[src/rtl/rd_burst_accumulator_pkg.sv]
// Shared types and helpers for the read-path burst accumulator and its prescaler.
package rd_burst_accumulator_pkg;

  typedef enum logic [1:0] {
    ST_IDLE  = 2'd0,
    ST_BUSY  = 2'd1,
    ST_ERROR = 2'd2
  } acc_state_e;

  function automatic int unsigned accu_cnt_width(input int unsigned max_txns);
    return $clog2(max_txns * 256 + 1);
  endfunction

  function automatic int unsigned prescale_shift(input int unsigned div);
    return $clog2(div);
  endfunction

  typedef struct packed {
    logic [3:0]  id;
    logic [31:0] addr;
    logic [7:0]  len;
  } axi_ar_t;

  typedef struct packed {
    logic    ar_valid;
    axi_ar_t ar;
    logic    r_ready;
  } axi_req_t;

  typedef struct packed {
    logic [3:0]  id;
    logic [31:0] data;
    logic        last;
  } axi_r_t;

  typedef struct packed {
    logic   ar_ready;
    logic   r_valid;
    axi_r_t r;
  } axi_rsp_t;

endpackage

[src/rtl/rd_burst_accumulator_prescaler.sv]
// Enable-gated modulo-Div tick counter; held at zero whenever disabled.
module rd_prescaler
  import rd_burst_accumulator_pkg::*;
#(
  parameter int unsigned Div = 1
) (
  input  logic clk_i,
  input  logic rst_i,
  input  logic en_i,
  output logic tick_o
);

  localparam int unsigned CntW = (prescale_shift(Div) > 0) ? prescale_shift(Div) : 1;
  localparam logic [CntW-1:0] CntTop = CntW'(Div - 1);

  logic [CntW-1:0] cnt_q, cnt_d;
  logic            at_top;

  assign at_top = (cnt_q == CntTop);
  assign tick_o = en_i && at_top;

  always_comb begin
    cnt_d = '0;
    if (en_i && !at_top) cnt_d = cnt_q + 1'b1;
  end

  always_ff @(posedge clk_i) begin
    if (rst_i) cnt_q <= '0;
    else       cnt_q <= cnt_d;
  end

endmodule

[src/rtl/rd_burst_accumulator.sv]
// Outstanding read-beat / read-transaction accumulator feeding the read transaction
// manager's budget, with countdown prescaler and anomaly detection.
module rd_burst_accumulator
  import rd_burst_accumulator_pkg::*;
#(
  parameter int unsigned MaxRdTxns    = 8,
  parameter int unsigned PrescalerDiv = 1,
  parameter int unsigned AccuCntWidth = accu_cnt_width(MaxRdTxns),
  parameter type req_t      = axi_req_t,
  parameter type rsp_t      = axi_rsp_t,
  parameter type accu_cnt_t = logic [AccuCntWidth-1:0],
  localparam int unsigned TxnW = $clog2(MaxRdTxns + 1)
) (
  input  logic            clk_i,
  input  logic            rst_i,
  input  logic            clr_i,
  input  logic            ar_accept_i,
  input  req_t            mst_req_i,
  input  rsp_t            slv_rsp_i,
  output accu_cnt_t       accum_burst_length_o,
  output accu_cnt_t       outstanding_beats_o,
  output logic [TxnW-1:0] outstanding_txns_o,
  output logic            prescale_tick_o,
  output logic            busy_o,
  output logic            error_o,
  output logic            underflow_o,
  output logic            overflow_o
);

  localparam int unsigned AW    = AccuCntWidth;
  localparam int unsigned Shift = prescale_shift(PrescalerDiv);
  localparam logic [AW:0]      BeatMax = {1'b0, {AW{1'b1}}};
  localparam logic [TxnW-1:0]  TxnMax  = TxnW'(MaxRdTxns);

  logic ar_evt, beat_evt, last_evt;
  assign ar_evt   = ar_accept_i;
  assign beat_evt = slv_rsp_i.r_valid && mst_req_i.r_ready;
  assign last_evt = beat_evt && slv_rsp_i.r.last;

  logic unused_bus_bits;
  assign unused_bus_bits = ^{mst_req_i, slv_rsp_i};

  acc_state_e      state_q, state_d;
  logic [AW-1:0]   beats_q, beats_d, beats_nx;
  logic [TxnW-1:0] txns_q, txns_d, txns_nx;
  logic            udf_q, udf_d, ovf_q, ovf_d;
  logic [AW:0]     beat_add;
  logic            beat_ovf, beat_udf, txn_ovf, txn_udf, any_udf, any_ovf;

  always_comb begin
    beat_add = {1'b0, beats_q}
             + (ar_evt ? ((AW+1)'(mst_req_i.ar.len) + (AW+1)'(1)) : '0);
    beat_ovf = (beat_add > BeatMax);
    beat_udf = (beats_q == '0) && beat_evt && !ar_evt;
    if (beat_ovf)      beats_nx = BeatMax[AW-1:0];
    else if (beat_udf) beats_nx = '0;
    else               beats_nx = AW'(beat_add - (AW+1)'(beat_evt));

    txn_ovf = ar_evt && !last_evt && (txns_q == TxnMax);
    txn_udf = last_evt && !ar_evt && (txns_q == '0);
    txns_nx = txns_q;
    if (ar_evt && !last_evt && !txn_ovf)      txns_nx = txns_q + 1'b1;
    else if (last_evt && !ar_evt && !txn_udf) txns_nx = txns_q - 1'b1;

    // A last beat that closes every transaction while beats remain is a short burst.
    any_udf = beat_udf || txn_udf || ((txns_nx == '0) && (beats_nx != '0));
    any_ovf = beat_ovf || txn_ovf;

    state_d = state_q;
    beats_d = beats_q;
    txns_d  = txns_q;
    udf_d   = 1'b0;
    ovf_d   = 1'b0;
    if (clr_i) begin
      state_d = ST_IDLE;
      beats_d = '0;
      txns_d  = '0;
    end else if (state_q != ST_ERROR) begin
      beats_d = beats_nx;
      txns_d  = txns_nx;
      udf_d   = any_udf;
      ovf_d   = any_ovf;
      if (any_udf || any_ovf)
        state_d = ST_ERROR;
      else if (state_q == ST_IDLE && ar_evt)
        state_d = ST_BUSY;
      else if (state_q == ST_BUSY && txns_nx == '0 && beats_nx == '0)
        state_d = ST_IDLE;
    end
  end

  always_ff @(posedge clk_i) begin
    if (rst_i) begin
      state_q <= ST_IDLE;
      beats_q <= '0;
      txns_q  <= '0;
      udf_q   <= 1'b0;
      ovf_q   <= 1'b0;
    end else begin
      state_q <= state_d;
      beats_q <= beats_d;
      txns_q  <= txns_d;
      udf_q   <= udf_d;
      ovf_q   <= ovf_d;
    end
  end

  rd_prescaler #(
    .Div (PrescalerDiv)
  ) u_prescaler (
    .clk_i  (clk_i),
    .rst_i  (rst_i || clr_i),
    .en_i   (state_q == ST_BUSY),
    .tick_o (prescale_tick_o)
  );

  assign accum_burst_length_o = accu_cnt_t'(beats_q >> Shift);
  assign outstanding_beats_o  = accu_cnt_t'(beats_q);
  assign outstanding_txns_o   = txns_q;
  assign busy_o               = (state_q == ST_BUSY);
  assign error_o              = (state_q == ST_ERROR);
  assign underflow_o          = udf_q;
  assign overflow_o           = ovf_q;

endmodule

[config.mk]
export PLATFORM = sky130hd
export DESIGN_NAME = rd_burst_accumulator
export DESIGN_NICKNAME = d
export VERILOG_FILES = /design/src/rtl/rd_burst_accumulator_pkg.sv /design/src/rtl/rd_burst_accumulator_prescaler.sv /design/src/rtl/rd_burst_accumulator.sv
export SDC_FILE = /design/constraint.sdc
export NUM_CORES = 1
export LEC_CHECK = 0
export BUFFER_PORTS_ARGS = -buffer_cell sky130_fd_sc_hd__buf_2
export CORE_MARGIN = 4
export CORE_UTILIZATION = 45
export CTS_CLUSTER_DIAMETER = 150
export DETAILED_ROUTE_END_ITERATION = 10
export GPL_TIMING_DRIVEN = 0
export PLACE_DENSITY = 0.81
export SLEW_MARGIN = 30
export SYNTH_ARGS = -nofsm -noshare
export SYNTH_HDL_FRONTEND = slang
export SYNTH_SLANG_ARGS = --single-unit
[constraint.sdc]
create_clock -name clk_i -period 5.3 [get_ports clk_i]
set_input_delay 0 -clock clk_i [delete_from_list [all_inputs] [get_ports clk_i]]
set_output_delay 0 -clock clk_i [all_outputs]
set_load 0.005 [all_outputs]
==> impl_results.md, run 1 <==
* Status: finished, final reports clean
* Worst IR Drop VDD at 180 uV
* Gate power share at 42.8%
* M3 GR Usage at 3.25%
* Diodes inserted at 0
* Power Total at 0.506 mW
* CTS buffer count at 3
* Final Max Tran Viols at 0
* HP Start: rst_i
* Worst-path cell chain: ha_1 -> inv_1 -> fa_1 -> nand2b_1 -> a21oi_2 -> xor2_2 -> or3_1 -> a221oi_1 -> o211ai_1 -> and4b_1 -> a31o_1
* Row count at 25
* Post-route DRC at 0
* Part of the power in registers at 36.4%
* Avg Synthesized Cell Area at 7.83 um2
* Port Buffer Count at 47
* Synthesized Nets at 384
* Most common cell in the synthesized netlist: dfxtp_1
* Async SR Flop Fraction at 0%
* Grt ovf at 0
* NetSw at 0.190 mW
* Post-DP HPWL at 4370 um
* Num ports at 122
* Tot GR Track Use at 18.9%
* Placed cell areas at 0.00251 mm2
* Hold_buf cts at 0
* CP required at 5.51 ns
* Clock share of power at 20.8%
* Die span in x at 77.8 um
* WS Path Type: flip-flop to flip-flop
* Die area at 0.00605 mm2
* Synth area leaders: dfxtp_1 19%, ha_1 8.0%, xor2_1 4.8%
* Area added between synthesis and finish at 16.6%
* F_max at 315 MHz
* Crit. End Element: flip-flop
* Fin Setup TNS at 0 ns
* Distinct cells, synth at 67
* Core area at 0.00472 mm2
* Mean number of vias per cell at 5.68
* Ys Warns at 0
* CTS max path bufs at 2
* Crit path max-delay family: simple AND/OR/NAND/NOR gates
* Mapped Cells at 280
* Met1 usage at 24.3%
* First-pass GRT wire length at 9650 um
* Final WL at 5510 um
* Pwr Density at 198 mW/mm2
* Post-Syn Area at 0.00219 mm2
* Fin. Hold Viols at 0
* Antenna violations before repair at 0
* Clock Tree Root: clkbuf_8
* Post-CTS Repair Setup Buffers at 0
* Antenna Nets Post-Route at 0
* Critical path arrival at 3.38 ns
* Layout cell share with drive strength beyond 1 at 26.3%
* Initial Util at 46.4%
* CP peak stage delay at 0.45 ns
* Placer congestion estimate at 0.859
* CTS tree: built
* Post-CTS sizing at 0
* Max-cap violations at 0
* Worst reg2reg startpoint: accum_burst_length_o[0]
* HP Class: input pin to flip-flop
* Crit-path max FO at 6
* Via count at 2,259
* Nets@finish at 436
* Utilization after layout at 54.1%
* Synth Flop Type: dfxtp_1
* Layout fillers at 466
* Buf/Inv on CP at 1
* Startpoint type of the worst setup path: flip-flop
* DR iter-0 viols at 160
* Vias in the first global route at 2,132
* GR Util met2 at 33.4%
* Clk Latency, worst-skew pair at 0.26 ns
* H-tree levels at 1
* Final setup fails at 0
* Slowest-stage cell, CP: dfxtp_1
* Total internal power at 0.316 mW
* Routed WL per cell at 13.8 um
* Net Sw Frac at 37.5%
* Synth area leader: dfxtp_1
* Synth top area share at 19.2%
* Die height at 77.8 um
* Sink Count at 21
* GR peak layer: met2
* Unrepaired setup endpoints after global routing: no
* Crit path launch: accum_burst_length_o[0]
* Flop and latch count out of synthesis at 21
* Leakage power at 1.20 nW
* Post-synth top cells: 21 x dfxtp_1, 18 x a21oi_1, 18 x nor2_1
* Largest net degree at the start of global routing at 12
* Sequential share of the synthesized area at 19.2%
* DR pass1 iterations at 4
* Post-route cell area at 0.00256 mm2
* Min cycle time layout at 3.17 ns
* Clock-pin slew on the worst setup and hold paths at 0.08 ns
* Tcrit/Tclk final at 59.8%
* Clock Skews at 0.00405 ns
* Post-synth EDFFs at 0
-- layout make-up --
cell class | instances | area [um2] | share of cell area (%)
multi-input combinational | 225 | 1590 | 62.3
buffer | 21 | 130 | 5.09
sequential | 21 | 420 | 16.4
tap | 67 | 83.8 | 3.28
inverter | 13 | 48.8 | 1.91
timing repair buffer | 47 | 235 | 9.20
clock buffer | 4 | 45.0 | 1.76
-- power groups by stage --
stage	clock network, mW	registers, mW	logic [mW]
after floorplan	0	0.183	0.161
after global placement	0	0.187	0.208
after detailed placement	0	0.187	0.214
after CTS	0.107	0.184	0.215
after global routing	0.114	0.186	0.244
final	0.105	0.184	0.217
-- kinds of logic (layout without fill, tap and decap cells) --
group	count (synthesis)	in the layout	synth area share (%)
AO/OA/AOI/OAI	83	83	26.7
XOR/XNOR	22	22	9.48
adder cells (fa/ha/maj)	15	15	8.90
buffers and inverters	34	85	8.16
flip-flops	21	21	19.2
multiplexers	4	4	1.88
other	1	1	0.171
AND/OR/NAND/NOR	100	100	25.6
-- cells in the final DEF, fill, tap and decap left out, drive strengths merged, types with 6 or more instances in the layout --
| cell type | netlist | routed |
|---|---|---|
| inv | 13 | 13 |
| ha | 14 | 14 |
| nand2 | 17 | 17 |
| clkbuf | 5 | 9 |
| o211ai | 6 | 6 |
| xor2 | 13 | 13 |
| nor2 | 19 | 19 |
| xnor2 | 9 | 9 |
| a21oi | 23 | 23 |
| buf | 16 | 63 |
| and2 | 7 | 7 |
| nor3 | 7 | 7 |
| a31oi | 6 | 6 |
| dfxtp | 21 | 21 |
| o21ai | 19 | 19 |
| nand3 | 12 | 12 |
| and3 | 6 | 6 |
-- sequential cells by signal, summed over array words and instances, names as in the netlist --
register              count
overflow_o                1
accum_burst_length_o     12
underflow_o               1
outstanding_txns_o        4
u_prescaler.cnt_q         1
state_q                   2
-- metrics by stage --
stage          std cells  setup WS, ns  hold WS (ns)
5_1_grt              398          1.94        0.0800
6_report             398          2.13        0.0626
4_1_cts              398          2.16        0.0602
3_3_place_gp         394          2.04         0.329
2_1_floorplan        280          2.51         0.220
3_5_place_dp         394          2.00         0.342
-- final timing paths --
path | to | slack [ns] | cells past startpoint
setup / recovery | state_q[0] | 2.13 | 11
hold / removal | overflow_o | 0.06 | 3
setup reg to reg | state_q[0] | 2.13 | 11
hold reg to reg | accum_burst_length_o[5] | 0.59 | 2
-- worst reg2reg max path, cell delays in order, from the launching register on --
cell and delay [ns]:
dfxtp_1 0.45, ha_1 0.25, inv_1 0.07, fa_1 0.39, nand2b_1 0.25, a21oi_2 0.20
xor2_2 0.15, or3_1 0.38, a221oi_1 0.33, o211ai_1 0.16, and4b_1 0.34, a31o_1 0.16
-- routing by layer --
layer,vias up,part of all wire [%]
met4,0,1.2
li1,1125,-
met5,-,0
met3,6,5.9
met2,73,48
met1,1055,44
Note: power is estimated with default switching activity, not from simulation.
==> run 2, diff against run 1 <==
==> constraint.sdc (replaced) <==
create_clock -name clk_i -period 3.05 [get_ports clk_i]
set_input_delay 0 -clock clk_i [delete_from_list [all_inputs] [get_ports clk_i]]
set_output_delay 0 -clock clk_i [all_outputs]
set_load 0.005 [all_outputs]
==> run 2 against run 1 <==
Die area stayed put. Sequential share of layout area is 0.51 points lower. Cell area up 4.5%. First-iteration DRC count fell by 23%. Combinational power rose by 86%. Final cell count stayed put. Critical path depth unchanged. Count of clock-buffer cells in the layout unchanged. Highest routed layer unchanged. Setup slack worse by 2.0 ns. Sequential cell count stayed put.
==> impl_results.md, run 2 (same netlist as run 1, synthesis figures left out) <==
* H-tree levels at 1 (unchanged)
* Crit-path max FO at 6 (unchanged)
* Unrepaired setup endpoints after global routing: no (unchanged)
* DR pass1 iterations at 4 (unchanged)
* Die area at 0.00605 mm2 (unchanged)
* Placer congestion estimate at 0.859 (unchanged)
* Routed length on met1 at 2410 um (was 2450 um)
* Largest register FFs at 12 (unchanged)
* Sink Count at 21 (unchanged)
* Tcrit/Tclk final at 96.9% (was 59.8%)
* Met3 Routed Length at 378 um (was 325 um)
* Post-DP HPWL at 4370 um (unchanged)
* CTS buffer count at 3 (unchanged)
* Grt ovf at 0 (unchanged)
* WL met2 at 2750 um (was 2670 um)
* Post-route DRC at 0 (unchanged)
* Vias in the first global route at 2,123 (was 2,132)
* Status: finished, final reports clean (unchanged)
* Num ports at 122 (unchanged)
* Row count at 25 (unchanged)
* Mean number of vias per cell at 5.73 (was 5.68)
* Post-route cell area at 0.00267 mm2 (was 0.00256 mm2)
* Nets@finish at 436 (unchanged)
* Antenna violations before repair at 0 (unchanged)
* Layout cell share with drive strength beyond 1 at 31.4% (was 26.3%)
* Diodes inserted at 0 (unchanged)
* CP required at 3.26 ns (was 5.51 ns)
* Min cycle time layout at 2.95 ns (was 3.17 ns)
* Leakage power at 1.22 nW (was 1.20 nW)
* Clock Skews at 0.00245 ns (was 0.00405 ns)
* Commonest non-fill, non-tap cell in the layout: buf_2 (unchanged)
* Initial Util at 46.4% (unchanged)
* Clock Tree Root: clkbuf_8 (unchanged)
* Clock-pin slew on the worst setup and hold paths at 0.08 ns (about the same)
* Port Buffer Count at 47 (unchanged)
* CTS tree: built (unchanged)
* Startpoint type of the worst setup path: flip-flop (unchanged)
* Final Max Tran Viols at 0 (unchanged)
* Antenna Nets Post-Route at 0 (unchanged)
* Routed WL per cell at 14.1 um (was 13.8 um)
* Top Layer Used: met4 (unchanged)
* HP Class: input pin to flip-flop (unchanged)
* Hold_buf cts at 0 (unchanged)
* Die span in x at 77.8 um (unchanged)
* Placed cell areas at 0.00251 mm2 (unchanged)
* Crit. End Element: flip-flop (unchanged)
* Hold Worst Slack at 0.0619 ns (was 0.0626 ns)
* Critical path arrival at 3.16 ns (was 3.38 ns)
* Final setup fails at 0 (unchanged)
* Area added between synthesis and finish at 21.8% (was 16.6%)
* Final WL at 5630 um (was 5510 um)
* Worst IR Drop VDD at 312 uV (was 180 uV)
* F_max at 339 MHz (was 315 MHz)
* Max-cap violations at 0 (unchanged)
* Pwr Density at 340 mW/mm2 (was 198 mW/mm2)
* Via count at 2,279 (was 2,259)
* First-pass GRT wire length at 9640 um (was 9650 um)
* WS Path Type: flip-flop to flip-flop (unchanged)
* Most frequent cells in the layout: 49 x buf_2, 19 x dfxtp_1, 18 x nor2_1 (was 49 x buf_2, 21 x dfxtp_1, 18 x nor2_1, 18 x a21oi_1)
* DR iter-0 viols at 123 (was 160)
* Layout fillers at 441 (was 466)
* CTS max path bufs at 2 (unchanged)
* Largest net degree at the start of global routing at 12 (unchanged)
* Die height at 77.8 um (unchanged)
* Fin. Hold Viols at 0 (unchanged)
* Tot GR Track Use at 18.9% (about the same)
* Clk Latency, worst-skew pair at 0.26 ns (about the same)
* Core area at 0.00472 mm2 (unchanged)
run 2: cell count changes in the layout (fill, tap and decap cells not counted), moves of 2 or more:
cell	before	now
a21oi_1	18	16
ha_1	14	12
o221ai_2	0	2
ha_2	0	2
o221ai_1	2	0
dfxtp_1	21	19
a21oi_4	0	2
run 2: worst max-delay path, cell delays in order (launching register included):
cell,delay (ns)
dfxtp_4,0.38
ha_2,0.21
inv_1,0.05
fa_1,0.42
nand2b_4,0.20
a21oi_4,0.21
xor2_4,0.13
or3_1,0.39
a221oi_2,0.28
o211ai_1,0.14
and4b_2,0.34
a31o_1,0.15
run 2: through the flow:
step                      TNS (ns)  std cells  utilization (%)  power [mW]  worst slack [ns]
after floorplan                  0        280                -       0.598             0.260
after global placement      -0.701        394             53.2       0.686            -0.212
after detailed placement    -0.932        394             53.2       0.697            -0.254
after CTS                        0        398             54.3       0.882            0.0338
after global routing             0        398             56.5       0.971           0.00496
final                            0        398             56.5       0.908            0.0959
run 2: what timing repair did:
item | in CTS | in global routing
pin swaps | 0 | 4
setup endpoints to repair | 3 | 5
hold endpoints to repair | 0 | 0
gates resized for setup | 2 | 20
setup buffers | 0 | 1
run 2: worst paths after layout:
| path | from | endpoint | slack, ns | cells after the start |
|---|---|---|---|---|
| worst max register to register | accum_burst_length_o[0] | state_q[0] | 0.1 | 11 |
| worst max-delay path | accum_burst_length_o[0] | state_q[0] | 0.1 | 11 |
| worst min-delay path | rst_i | overflow_o | 0.06 | 3 |
| worst min register to register | accum_burst_length_o[5] | accum_burst_length_o[5] | 0.59 | 2 |
run 2: final cells by class:
cell class / instances / area (um2) / share of cell area (%)
multi-input combinational: 225 / 1700 / 63.6
timing repair buffer: 48 / 243 / 9.09
clock buffer: 4 / 45.0 / 1.69
sequential: 21 / 425 / 15.9
buffer: 20 / 126 / 4.73
inverter: 13 / 48.8 / 1.83
tap: 67 / 83.8 / 3.14
run 2: metal layers:
metal,vias to the layer above,global-route usage (%)
li1,1125,-
met1,1071,24.6
met2,75,33.1
met3,8,3.25
met4,0,2.49
met5,-,0
run 2: power by group:
group	total (mW)	internal, mW	switching (mW)
clock	0.183	0.0931	0.0900
sequential	0.321	0.292	0.0287
combinational	0.404	0.174	0.230
total	0.908	0.560	0.348
==> run 3, diff against run 2 <==
--- a/config.mk
+++ b/config.mk
@@ -5,13 +5,14 @@
 export SDC_FILE = /design/constraint.sdc
 export NUM_CORES = 1
 export LEC_CHECK = 0
+export ABC_AREA = 1
 export BUFFER_PORTS_ARGS = -buffer_cell sky130_fd_sc_hd__buf_2
 export CORE_MARGIN = 4
 export CORE_UTILIZATION = 45
 export CTS_CLUSTER_DIAMETER = 150
 export DETAILED_ROUTE_END_ITERATION = 10
 export GPL_TIMING_DRIVEN = 0
-export PLACE_DENSITY = 0.81
+export PLACE_DENSITY = 0.8
 export SLEW_MARGIN = 30
 export SYNTH_ARGS = -nofsm -noshare
 export SYNTH_HDL_FRONTEND = slang
==> run 3 against run 2 <==
Cell area up 2.2%. Clock power about the same. Routed wire length up 7.0%. Final cell count up 26%. Maximum frequency up 4.7%. Critical path type unchanged. Largest power group unchanged.
==> impl_results.md, run 3 <==
* Pwr Density at 344 mW/mm2 (was 340 mW/mm2)
* Clock-pin slew on the worst setup and hold paths at 0.08 ns (about the same)
* Via count at 2,502 (was 2,279)
* Antenna Nets Post-Route at 0 (unchanged)
* Synth area leader: dfxtp_1 (unchanged)
* Mean number of vias per cell at 5.00 (was 5.73)
* Ys Warns at 0 (unchanged)
* Antenna violations before repair at 0 (unchanged)
* Sink Count at 21 (unchanged)
* Min cycle time layout at 2.82 ns (was 2.95 ns)
* Synth area leaders: dfxtp_1 18%, nand2_1 13%, inv_1 10% (was dfxtp_1 19%, ha_1 8.0%, xor2_1 4.8%)
* Final setup fails at 0 (unchanged)
* First-pass GRT wire length at 9980 um (was 9640 um)
* Grt ovf at 0 (unchanged)
* CP required at 3.22 ns (was 3.26 ns)
* Final Max Tran Viols at 0 (unchanged)
* Crit. End Element: flip-flop (unchanged)
* CTS tree: built (unchanged)
* Layout cell share with drive strength beyond 1 at 25.6% (was 31.4%)
* Final WL at 6020 um (was 5630 um)
* Vias in the first global route at 2,342 (was 2,123)
* Most frequent cells in the layout: 80 x nand2_1, 64 x inv_1, 50 x buf_2 (was 49 x buf_2, 19 x dfxtp_1, 18 x nor2_1)
* Area added between synthesis and finish at 16.0% (was 21.8%)
* Commonest non-fill, non-tap cell in the layout: nand2_1 (was buf_2)
* CTS max path bufs at 2 (unchanged)
* Critical path arrival at 2.99 ns (was 3.16 ns)
* HP Class: input pin to flip-flop (unchanged)
* R2R setup slack at 0.23 ns (was 0.1 ns)
* Worst-path cell chain: ha_1 -> inv_1 -> fa_1 -> ha_1 -> a21boi_2 -> nand3_1 -> nor2_2 -> nand2_2 -> nor2_4 -> nand3_1 -> nand3_1 -> nand2_1 -> nor2_2 -> nand2_1 -> nand2_2 -> nand4_1 -> nand2_1 -> inv_1 (was ha_2 -> inv_1 -> fa_1 -> nand2b_4 -> a21oi_4 -> xor2_4 -> or3_1 -> a221oi_2 -> o211ai_1 -> and4b_2 -> a31o_1)
* Post-route DRC at 0 (unchanged)
* Die height at 80.3 um (was 77.8 um)
* Placer congestion estimate at 0.915 (was 0.859)
* Post-synth EDFFs at 0 (unchanged)
* Largest net degree at the start of global routing at 13 (was 12)
* Async SR Flop Fraction at 0% (unchanged)
* Largest register FFs at 12 (unchanged)
* Fin Setup TNS at 0 ns (unchanged)
* Post-CTS sizing at 0 (was 2)
* Flop and latch count out of synthesis at 21 (unchanged)
* Post-Syn Area at 0.00235 mm2 (was 0.00219 mm2)
* Num ports at 122 (unchanged)
* Sequential share of the synthesized area at 17.9% (was 19.2%)
* Clock Tree Root: clkbuf_8 (unchanged)
* Worst IR Drop VDD at 332 uV (was 312 uV)
* Initial Util at 46.4% (about the same)
* Avg Synthesized Cell Area at 6.21 um2 (was 7.83 um2)
* Hold_buf cts at 0 (unchanged)
* Synth top area share at 17.9% (was 19.2%)
* Mapped Cells at 379 (was 280)
* Max-cap violations at 0 (unchanged)
* Slew margin rel. at 63.8%
* Startpoint type of the worst setup path: flip-flop (unchanged)
* Die area at 0.00645 mm2 (was 0.00605 mm2)
* Clock Skews at 0.00298 ns (was 0.00245 ns)
* Post-DP HPWL at 4960 um (was 4370 um)
* F_max at 354 MHz (was 339 MHz)
* DR iter-0 viols at 124 (was 123)
* Tot GR Track Use at 19.2% (was 18.9%)
* Port Buffer Count at 47 (unchanged)
* Hold Worst Slack at 0.0960 ns (was 0.0619 ns)
* Status: finished, final reports clean (unchanged)
* Crit-path max FO at 5 (was 6)
* Synthesized Nets at 483 (was 384)
* Fin. Hold Viols at 0 (unchanged)
* CP peak stage delay at 0.51 ns (was 0.42 ns)
* Leakage power at 1.56 nW (was 1.22 nW)
* Nets@finish at 535 (was 436)
* Post-synth top cells: 80 x nand2_1, 64 x inv_1, 36 x nand3_1 (was 21 x dfxtp_1, 18 x a21oi_1, 18 x nor2_1)
* Die span in x at 80.3 um (was 77.8 um)
* Synth Flop Type: dfxtp_1 (unchanged)
* Slowest-stage cell, CP: fa_1 (unchanged)
* Core area at 0.00507 mm2 (was 0.00472 mm2)
* Routed WL per cell at 12.0 um (was 14.1 um)
* Distinct cells, synth at 36 (was 67)
* Tcrit/Tclk final at 92.5% (was 96.9%)
* Slew at the pin closest to its max-slew limit at 0.542 ns
* CTS buffer count at 3 (unchanged)
* Diodes inserted at 0 (unchanged)
* Clk Latency, worst-skew pair at 0.26 ns (about the same)
* DR pass1 iterations at 4 (unchanged)
* Unrepaired setup endpoints after global routing: no (unchanged)
* Row count at 26 (was 25)
* WS Path Type: flip-flop to flip-flop (unchanged)
* Post-CTS Repair Setup Buffers at 0 (unchanged)
* Most common cell in the synthesized netlist: nand2_1 (was dfxtp_1)
* H-tree levels at 1 (unchanged)
==> run 3: changes by cell type in the layout (fill, tap and decap cells not counted), moves of 7 or more <==
cell      delta
xnor2_1      -8
and2_1       -7
nand2_1     +63
a221oi_1     +7
nand3_1     +25
nand2_2     +15
xor2_1       -8
nor2_1      +13
nand3_2      +7
inv_1       +51
==> run 3: power by group <==
part | internal [mW] | switching [mW] | leakage (nW)
Sequential | 0.296 | 0.0302 | 0.172
Combinational | 0.166 | 0.263 | 1.36
Clock | 0.0911 | 0.0929 | 0.0255
==> run 3: path summary, 6_finish.rpt <==
check | startpoint | end | depth (start not counted)
setup reg to reg | accum_burst_length_o[0] | state_q[1] | 18
hold / removal | rst_i | outstanding_txns_o[2] | 5
hold reg to reg | accum_burst_length_o[0] | accum_burst_length_o[0] | 2
setup / recovery | accum_burst_length_o[0] | state_q[1] | 18
==> run 3: logic make-up (layout without fill, tap and decap cells) <==
family / after synthesis / after routing / synth area share [%]
AO/OA/AOI/OAI: 54 / 54 / 13.8
XOR/XNOR: 3 / 3 / 1.12
adder cells (fa/ha/maj): 15 / 15 / 8.30
buffers and inverters: 84 / 135 / 15.5
flip-flops: 21 / 21 / 17.9
other: 1 / 1 / 0.159
AND/OR/NAND/NOR: 201 / 201 / 43.2
==> run 3: through the flow <==
stage,cells,utilization (%),setup WS [ns],power [mW],cell area [um2]
finish,500,53.8,0.228,0.939,2730
global route,500,53.8,0.0000180,1.01,2730
CTS,500,53.6,0.194,0.942,2720
detailed placement,496,52.7,0.106,0.757,2680
global placement,496,52.7,0.141,0.747,2680
floorplan,379,-,0.491,0.644,2350
==> run 3: metal layers <==
| metal | vias to the layer above | track usage (%) | part of all wire [%] |
|---|---|---|---|
| met4 | 0 | 5.74 | 0.38 |
| met2 | 50 | 34.6 | 49 |
| li1 | 1323 | - | - |
| met3 | 2 | 1.12 | 3.3 |
| met1 | 1127 | 24.4 | 47 |
| met5 | - | 0 | 0 |
==> run 3: worst max-delay path: cells and delay by family, from the launching register on <==
kind            cells  cell delay, ns
buf+inv             2            0.10
fa+ha+maj           3            0.88
compound gates      1            0.22
flops               1            0.37
simple gates       12            1.15
==> run 3: cell type report <==
type | count | area, um2
Multi-Input combinational cell | 274 | 1570
Tap cell | 70 | 87.6
Sequential cell | 21 | 423
Clock buffer | 3 | 41.3
Clock inverter | 1 | 5.00
Fill cell | 553 | 2350
Buffer | 17 | 113
Timing Repair Buffer | 47 | 235
Inverter | 67 | 251
